## src/rtl/dest_dispatch_pkg.sv

```systemverilog
// Shared definitions for the destination dispatcher: slot layout, FSM encoding
// and the warehouse coordinate table also used by the order-mapping stage.
package dest_dispatch_pkg;

    localparam int SLOT_W = 16;
    localparam int X_LSB  = 0;
    localparam int Y_LSB  = 8;

    typedef enum logic [1:0] {
        ST_IDLE  = 2'd0,
        ST_ISSUE = 2'd1,
        ST_HOME  = 2'd2,
        ST_FIN   = 2'd3
    } state_t;

    // Slot encoding is {y, x}
    localparam logic [SLOT_W-1:0] COORD_06_30 = 16'h3006;
    localparam logic [SLOT_W-1:0] COORD_22_30 = 16'h3022;
    localparam logic [SLOT_W-1:0] COORD_52_30 = 16'h3052;
    localparam logic [SLOT_W-1:0] COORD_56_90 = 16'h9056;
    localparam logic [SLOT_W-1:0] COORD_82_90 = 16'h9082;
    localparam logic [SLOT_W-1:0] COORD_A6_90 = 16'h90a6;
    localparam logic [SLOT_W-1:0] COORD_HOME  = 16'h0000;

    function automatic logic [7:0] slot_x(input logic [SLOT_W-1:0] slot);
        return slot[X_LSB +: 8];
    endfunction

    function automatic logic [7:0] slot_y(input logic [SLOT_W-1:0] slot);
        return slot[Y_LSB +: 8];
    endfunction

endpackage

```

## src/rtl/dest_dispatch_slot_counter.sv

```systemverilog
// Counts consecutive non-empty slots from slot 0; a slot is empty when both
// coordinate bytes are zero.
module slot_counter
    import dest_dispatch_pkg::*;
#(
    parameter int N_SLOTS = 6
) (
    input  logic [SLOT_W*N_SLOTS-1:0] destn,
    output logic [2:0]                count
);

    logic stop;

    always_comb begin
        count = '0;
        stop  = 1'b0;
        for (int k = 0; k < N_SLOTS; k++) begin
            if (!stop) begin
                if (destn[k*SLOT_W +: SLOT_W] != '0) begin
                    count = count + 3'd1;
                end else begin
                    stop = 1'b1;
                end
            end
        end
    end

endmodule

```

## src/rtl/dest_dispatch.sv

```systemverilog
// Snapshots a packed destination list on load and issues each entry over a
// valid/ack handshake, optionally followed by a home waypoint, then pulses done.
module dest_dispatch
    import dest_dispatch_pkg::*;
#(
    parameter int         N_SLOTS     = 6,
    parameter bit         RETURN_HOME = 1'b1,
    parameter logic [7:0] HOME_X      = 8'h00,
    parameter logic [7:0] HOME_Y      = 8'h00
) (
    input  logic                      clk,
    input  logic                      rst_n,
    input  logic [SLOT_W*N_SLOTS-1:0] destn_in,
    input  logic                      load,
    input  logic                      abort,
    output logic                      wp_valid,
    output logic [7:0]                wp_x,
    output logic [7:0]                wp_y,
    output logic                      wp_home,
    input  logic                      wp_ack,
    output logic [2:0]                wp_index,
    output logic                      busy,
    output logic                      done
);

    // Handshake: a waypoint is transferred on any cycle where wp_valid and
    // wp_ack are both high; wp_ack with wp_valid low has no effect.

    state_t                    state_q, state_d;
    logic [2:0]                idx_q, idx_d;
    logic [2:0]                count_q, count_d;
    logic [2:0]                count_live;
    logic [SLOT_W*N_SLOTS-1:0] snap_q, snap_d;
    logic [SLOT_W*N_SLOTS-1:0] src;
    logic [SLOT_W-1:0]         slot_d;
    logic                      last_slot;

    logic                      wp_valid_d, wp_home_d, busy_d, done_d;
    logic [7:0]                wp_x_d, wp_y_d;
    logic [2:0]                wp_index_d;

    slot_counter #(.N_SLOTS(N_SLOTS)) u_slot_counter (
        .destn (destn_in),
        .count (count_live)
    );

    assign last_slot = !(({1'b0, idx_q} + 4'd1) < {1'b0, count_q});

    always_comb begin
        state_d = state_q;
        idx_d   = idx_q;
        count_d = count_q;
        snap_d  = snap_q;
        case (state_q)
            ST_IDLE: begin
                if (load) begin
                    snap_d  = destn_in;
                    count_d = count_live;
                    idx_d   = '0;
                    state_d = (count_live != '0) ? ST_ISSUE : ST_FIN;
                end
            end
            ST_ISSUE: begin
                // abort takes priority and swallows a coincident ack
                if (abort) begin
                    state_d = RETURN_HOME ? ST_HOME : ST_FIN;
                end else if (wp_ack) begin
                    if (!last_slot) begin
                        idx_d = idx_q + 3'd1;
                    end else begin
                        state_d = RETURN_HOME ? ST_HOME : ST_FIN;
                    end
                end
            end
            ST_HOME: begin
                if (wp_ack) begin
                    state_d = ST_FIN;
                end
            end
            ST_FIN: begin
                state_d = ST_IDLE;
                idx_d   = '0;
            end
            default: state_d = ST_IDLE;
        endcase
    end

    // Outputs are registered, so they are computed from the next state
    always_comb begin
        src    = (state_q == ST_IDLE) ? destn_in : snap_q;
        slot_d = '0;
        for (int k = 0; k < N_SLOTS; k++) begin
            if (idx_d == 3'(k)) begin
                slot_d = src[k*SLOT_W +: SLOT_W];
            end
        end

        wp_valid_d = (state_d == ST_ISSUE) || (state_d == ST_HOME);
        busy_d     = wp_valid_d;
        done_d     = (state_d == ST_FIN);
        wp_home_d  = (state_d == ST_HOME);
        wp_index_d = wp_valid_d ? idx_d : 3'd0;
        wp_x_d     = '0;
        wp_y_d     = '0;
        if (state_d == ST_ISSUE) begin
            wp_x_d = slot_x(slot_d);
            wp_y_d = slot_y(slot_d);
        end else if (state_d == ST_HOME) begin
            wp_x_d = HOME_X;
            wp_y_d = HOME_Y;
        end
    end

    always_ff @(posedge clk or negedge rst_n) begin
        if (!rst_n) begin
            state_q  <= ST_IDLE;
            idx_q    <= '0;
            count_q  <= '0;
            snap_q   <= '0;
            wp_valid <= 1'b0;
            wp_x     <= '0;
            wp_y     <= '0;
            wp_home  <= 1'b0;
            wp_index <= '0;
            busy     <= 1'b0;
            done     <= 1'b0;
        end else begin
            state_q  <= state_d;
            idx_q    <= idx_d;
            count_q  <= count_d;
            snap_q   <= snap_d;
            wp_valid <= wp_valid_d;
            wp_x     <= wp_x_d;
            wp_y     <= wp_y_d;
            wp_home  <= wp_home_d;
            wp_index <= wp_index_d;
            busy     <= busy_d;
            done     <= done_d;
        end
    end

endmodule

```

## config.mk

```make
export PLATFORM = sky130hd
export DESIGN_NAME = dest_dispatch
export DESIGN_NICKNAME = d
export VERILOG_FILES = /design/src/rtl/dest_dispatch_pkg.sv /design/src/rtl/dest_dispatch_slot_counter.sv /design/src/rtl/dest_dispatch.sv
export SDC_FILE = /design/constraint.sdc
export NUM_CORES = 1
export LEC_CHECK = 0
export ABC_AREA = 1
export BUFFER_PORTS_ARGS = -buffer_cell sky130_fd_sc_hd__buf_2
export CORE_MARGIN = 3
export CORE_UTILIZATION = 43
export CTS_CLUSTER_DIAMETER = 30
export CTS_CLUSTER_SIZE = 28
export DETAILED_ROUTE_END_ITERATION = 10
export GPL_TIMING_DRIVEN = 0
export HOLD_SLACK_MARGIN = 0.15
export PLACE_DENSITY = 0.62
export SYNTH_ARGS = -nofsm -noshare
export SYNTH_HDL_FRONTEND = slang
export SYNTH_SLANG_ARGS = --single-unit
```

## constraint.sdc

```tcl
create_clock -name clk -period 2.8 [get_ports clk]
set_input_delay 0.56 -clock clk [delete_from_list [all_inputs] [get_ports clk]]
set_output_delay 0.56 -clock clk [all_outputs]
set_load 0.03 [all_outputs]
```

# == Word-level counts from Yosys, hierarchy flattened ==
# Cells that the tools add are included.
# totals
regBits,126
input_bits,101
output_inout_bits,23
word_cells,82
# classes
n_addsub,7
magnitude_cmp,1
eq_ne,11
mux,42
reduce_logical,11
# op_table
operator,n
$mux 16,6
$mux 96,1
$reduce_bool 16->1,6
$mux 3,15
$add 3x1->3 const B,6
$mux 8,2
$mux 2,6
$mux 1,10
$pmux 3 s3,1
$eq 2x2->1 const B,4
$pmux 2 s4,1
$eq 3x2->1 const B,2
$eq 3x3->1 const B,2
$add 3x1->4 const B,1
$eq 2x1->1 const B,2
$lt 4x3->1,1
$eq 3x1->1 const B,1
$logic_not 3->1,1
$reduce_bool 3->1,1
$logic_not 2->1,1
$reduce_and 2->1,1
$logic_or 1x1->1,1

# == Longest topological paths before layout ==
# logic_depth
depth_word,24
mapped_depth,25
mapped_depth_nobuf,24

# == By module ==
# From an unflattened synthesis, not the netlist that was laid out.
# unflattened
cells_unflattened,1023
hier_area_um2,7380.8
# by_module_without_submodules
mod,n_inst,cells_each,area_per_inst_um2,seq_area_each_um2
dest_dispatch,1,891,6770.2,3153.0
slot_counter,1,132,610.6,0.0

# == Worst setup path after synthesis ==
# No wires, ideal clock.
# synth_path
path_type,in2reg
startpoint,input destn_in[24]
endpoint,register wp_y[7]
setup_time_ns,0.078
arrival_time_ns,3.383
required_ns,2.722
slack_ns,-0.660
stages,21
n_path_buf,1
path_cell_list,nor4_1 > nand3_1 > nand3_1 > nand2_1 > inv_1 > ha_1 > o21ai_0 > inv_1 > ha_1 > nand3b_1 > nand2_1 > inv_1 > ha_1 > nand2_1 > xor2_1 > nor2_1 > nor2_1 > ha_1 > clkbuf_1 > o21ai_0 > a21oi_1
# synth_via
elab_chain_cells,21
word_cells_on_any_way,26
classes_between,add/sub (4); eq/ne (1); mux (19); reduce/logical (2)
# synth_rtl
item,line,rtl
start: declaration,dest_dispatch.sv:13,"input logic [SLOT_W*N_SLOTS-1:0] destn_in,"
$reduce_bool 16->1 *,dest_dispatch_slot_counter.sv:19,if (destn[k*SLOT_W +: SLOT_W] != '0) begin
$mux 3,dest_dispatch_slot_counter.sv:19,
$mux 3,dest_dispatch_slot_counter.sv:18,if (!stop) begin
$add 3x1->3,dest_dispatch_slot_counter.sv:20,count = count + 3'd1;
$mux 3,dest_dispatch_slot_counter.sv:19,
$mux 3,dest_dispatch_slot_counter.sv:18,
$add 3x1->3,dest_dispatch_slot_counter.sv:20,
$mux 3,dest_dispatch_slot_counter.sv:19,
[... 6 more ...],n/a,
$mux 3 *,dest_dispatch_slot_counter.sv:18,
$reduce_bool 3->1 *,dest_dispatch.sv:60,state_d = (count_live != '0) ? ST_ISSUE : ST_FIN;
$mux 2 *,dest_dispatch.sv:60,
$mux 2 *,dest_dispatch.sv:56,if (load) begin
$pmux 2 s4 *,dest_dispatch.sv:54,case (state_q)
$eq 2x1->1 *,dest_dispatch.sv:105,if (state_d == ST_ISSUE) begin
$mux 8 *,dest_dispatch.sv:105,
via wp_y_d[7],dest_dispatch.sv:39,"logic [7:0] wp_x_d, wp_y_d;"
end signal: assignment,dest_dispatch.sv:134,wp_y <= wp_y_d;
end: declaration,dest_dispatch.sv:18,"output logic [7:0] wp_y,"
# Mark *: on every way through the listed nets, which the timed path passes. The rest lies on a longest branch.
# A chain may end at the register's enable or synchronous reset.

# == Worst setup path after layout ==
# layout_path
startpoint,input destn_in[22]
endpoint,register wp_y[1]
# Same word-level chain as after synthesis.

==> impl_results.rst <==
.. list-table::
   :header-rows: 1

   * - Metric
     - Value
   * - Fmax
     - 0.308 GHz
   * - Slowest cell on the critical path
     - nor2_2
   * - Clock latency reported for the late side of the worst-skew pair
     - 430 ps
   * - Post-Route Skew
     - 12.0 ps
   * - Post-detailed-routing wire length
     - 23.3 mm
   * - Vias in the first global route
     - 6623
   * - TritonCTS Buffers
     - 17
   * - Pin count of the biggest net entering global routing
     - 85
   * - Cell leakage power
     - 0.00487 uW
   * - Starting density of the core
     - 0.447
   * - Area of the core region
     - 0.0161 sq mm
   * - Fraction of post-synthesis cell area in the top cell type by area
     - 0.438
   * - Setup repair after global routing missed its margin
     - yes
   * - Clock sink count
     - 126
   * - Max-Cap Viols
     - 0
   * - Startpoint Class
     - input pin
   * - Worst setup slack after placement
     - -1120 ps
   * - DP Cell Count
     - 1334
   * - NumNets Final
     - 1273
   * - Path category of the worst min-delay check
     - in -> reg
   * - Final critical delay including setup and external delays
     - 3240 ps
   * - Transition time of the tightest slew-check pin
     - 693 ps
   * - Remaining number of nets flagged by the antenna check after routing
     - 0
   * - Post-synth net total
     - 1104
   * - Final worst setup slack
     - -444 ps
   * - Areal power density over the cells
     - 1160 mW/mm^2
   * - Count of pins over their slew limit
     - 0
   * - Switching power as a share of total power
     - 0.465
   * - Wire per inst
     - 16.8 microns
   * - IO Pins
     - 124
   * - Hold violation count in the final report
     - 0
   * - Total inserted antenna cells
     - 0
   * - Sequential area share after synthesis
     - 0.438
   * - Cell variety after synth
     - 37
   * - Non-filler cells in the finished layout
     - 1392
   * - Share of post-route cells with drive strength above 1
     - 0.244
   * - Port buffer count
     - 123
   * - Warnings from Yosys
     - 0
   * - Critical Path Max Stage Delay
     - 230 ps
   * - Syn avg cell area
     - 7.25 sq um
   * - Worst slew margin
     - 0.538
   * - Routed vias/inst
     - 5.12
   * - Clock Tree Buf Depth
     - 2
   * - Maximum fanout count along the critical path
     - 5
   * - Most frequent CP cell
     - ha_4
   * - Post-Layout Inst Area
     - 0.00934 sq mm
   * - Clock slew at the register clock pins of the worst setup and hold paths
     - 60 ps
   * - Iter 0 DRT Violations
     - 596
   * - Buffers & Inverters on Critical Path
     - 6
   * - GR Util All Layers
     - 0.255
   * - Endpoint arrival time on the critical path
     - 3600 ps
   * - Gate power share
     - 0.508
   * - Start-to-end type of the worst setup path
     - in -> reg
   * - Worst IR drop on VDD
     - 560 uV
   * - Cell Area, Synth
     - 0.00720 sq mm
   * - Cell chain of the critical path
     - buf_6, inv_4, nand4_1, nor2_2, nand3_4, nand3_2, nand2_2, inv_2, ha_4, o21ai_4, inv_2, ha_4, nand3b_1, nand2_2, inv_2, ha_4, nand2_4, xor2_4, nor2_4, nor2_4, ha_4, buf_8, nand3_2, nor2_2
   * - Growth of design area from synthesis to finish
     - 29.7%
   * - Placement Cell Area
     - 0.00819 sq mm
   * - Drt pass-1 iters
     - 7
   * - Top library cells by usage in the layout, fill and taps aside
     - 276 x nand2_1, 189 x o21ai_0, 128 x inv_1
   * - Total die area
     - 0.0183 sq mm
   * - Final HPWL from detailed placement
     - 17.1 mm
   * - Cell type with the largest total area after synthesis
     - dfrtp_1
   * - Switching power summed over all nets
     - 5040 uW
   * - Commonest non-fill, non-tap cell in the layout
     - nand2_1
   * - Global-route wire length before repair
     - 35.9 mm
   * - Part of the cycle the worst path needs
     - 1.16
   * - Remaining design rule violation count
     - 0
   * - Die Width
     - 135 microns
   * - Synthesized netlist cell count
     - 994
   * - Cell type group with the largest total delay on the critical path
     - simple AND/OR/NAND/NOR gates
   * - CP Capture Type
     - register
   * - Number of placement rows
     - 46
   * - Number of antenna violations at the first check in global routing
     - 0
   * - RePlAce Congestion
     - 0.941
   * - Synth Register Bits
     - 126
   * - Root Buffer Master
     - clkbuf_16
   * - Internal cell power
     - 5800 uW
   * - TritonCTS clock tree
     - done
   * - Relative contribution of sequential cells to total power
     - 0.281
   * - Vertical die dimension
     - 135 microns
   * - Final setup violation count
     - 24
   * - Total vias in the final route
     - 7123
   * - Required time of the worst setup path
     - 3150 ps
   * - Largest cells by area after synthesis
     - dfrtp_1 44%, nand2_1 15%, o21ai_0 14%
   * - Outcome
     - complete, but fails checks
   * - Relative contribution of the clock network to total power
     - 0.211
   * - Htree depth
     - 4
   * - Global route overflow
     - 0
   * - Violated checks
     - setup timing
tightest hold or removal path: stages:
cell	delay [ps]
buf_6	90
inv_2	50
o21ai_0	80
power groups by stage:
stage	sequential, uW	clock, uW	combinational (uW)
floorplan	3130	0	3380
global placement	3030	0	5050
detailed placement	3050	0	5120
CTS	3030	2300	5290
global route	3130	2370	6100
finish	3040	2290	5510
metrics by stage:
stage	utilization	hold WS (ps)	power (uW)	TNS [ps]
after floorplan	-	264	6500	-6530
after global placement	0.506	463	8080	-96880
after detailed placement	0.508	473	8170	-22200
after CTS	0.562	398	10600	-8040
after global routing	0.580	410	11600	-10600
final	0.580	398	10800	-7780
path summary, 6_finish.rpt:
check                        startpoint          to  slack, ps  depth (start not counted)
max in group asynchronous         rst_n  snap_q[60]       1410                          3
min reg2reg                  snap_q[92]  snap_q[92]        480                          2
min in group asynchronous         rst_n   snap_q[5]        610                          2
min                         destn_in[5]   snap_q[5]        400                          3
max reg2reg                  state_q[1]     wp_y[1]       -190                         11
max                        destn_in[22]     wp_y[1]       -440                         24
area by class of cell:
cell class              count  area (sq um)
repair buffers            150           937
multi-input cells         664          3540
fillers                  1572          6770
flip-flops and latches    126          3150
plain buffers              51           243
well taps                 216           270
clock buffers              18           439
clock inverters            14           166
inverters                 153           592
state kept, by name, indices dropped and copies added (netlist names):
| register | count |
|---|---|
| done | 1 |
| wp_x | 8 |
| wp_home | 1 |
| idx_q | 3 |
| count_q | 3 |
| busy | 1 |
| wp_index | 3 |
| snap_q | 96 |
| state_q | 2 |
| wp_y | 8 |
per-layer routing:
metal  global-route usage  wire length, microns
met3               0.0420                  1210
met5                    0                     0
met4               0.0840                   541
met2                0.388                 10700
met1                0.373                 10900
cell usage after synthesis:
cell type and count:
nand2_8 2, clkbuf_1 38, nand4_2 1, dfrtp_1 126, o21ai_1 9, buf_1 2, nand2_4 5, o21ai_0 196
nor3_1 9, nor2_2 2, nand3_1 34, o211ai_1 18, nor2_1 51, xnor2_1 1, ha_1 9, nor4_1 6
nand2_1 283, nand2_2 3, nand3_2 1, a21oi_1 4, o21a_1 1, nand4_1 17, buf_6 3, nand3_4 2
nor2_8 3, inv_1 148, o211ai_2 1, inv_4 2, o21ai_2 1, nand3b_1 2, buf_4 3, buf_2 5
inv_8 1, a31oi_1 1, nor2_4 1, xor2_1 1, inv_2 2
logic make-up after synthesis:
family / count (synthesis) / synth area share
adders and majority gates: 9 / 0.0156
buffers and inverters: 204 / 0.114
AOI/OAI and AO/OA: 231 / 0.169
DFF: 126 / 0.438
xor gates and xnor gates: 2 / 0.00243
and+or+nand+nor: 422 / 0.262
what timing repair did:
item	4_1_cts	5_1_grt
gates cloned	1	0
gates resized for setup	40	60
hold buffers	1	0
setup endpoints to repair	23	25
pin swaps	17	20
hold endpoints to repair	42	0
buffers inserted	14	10
(Power assumes the default switching activity.)
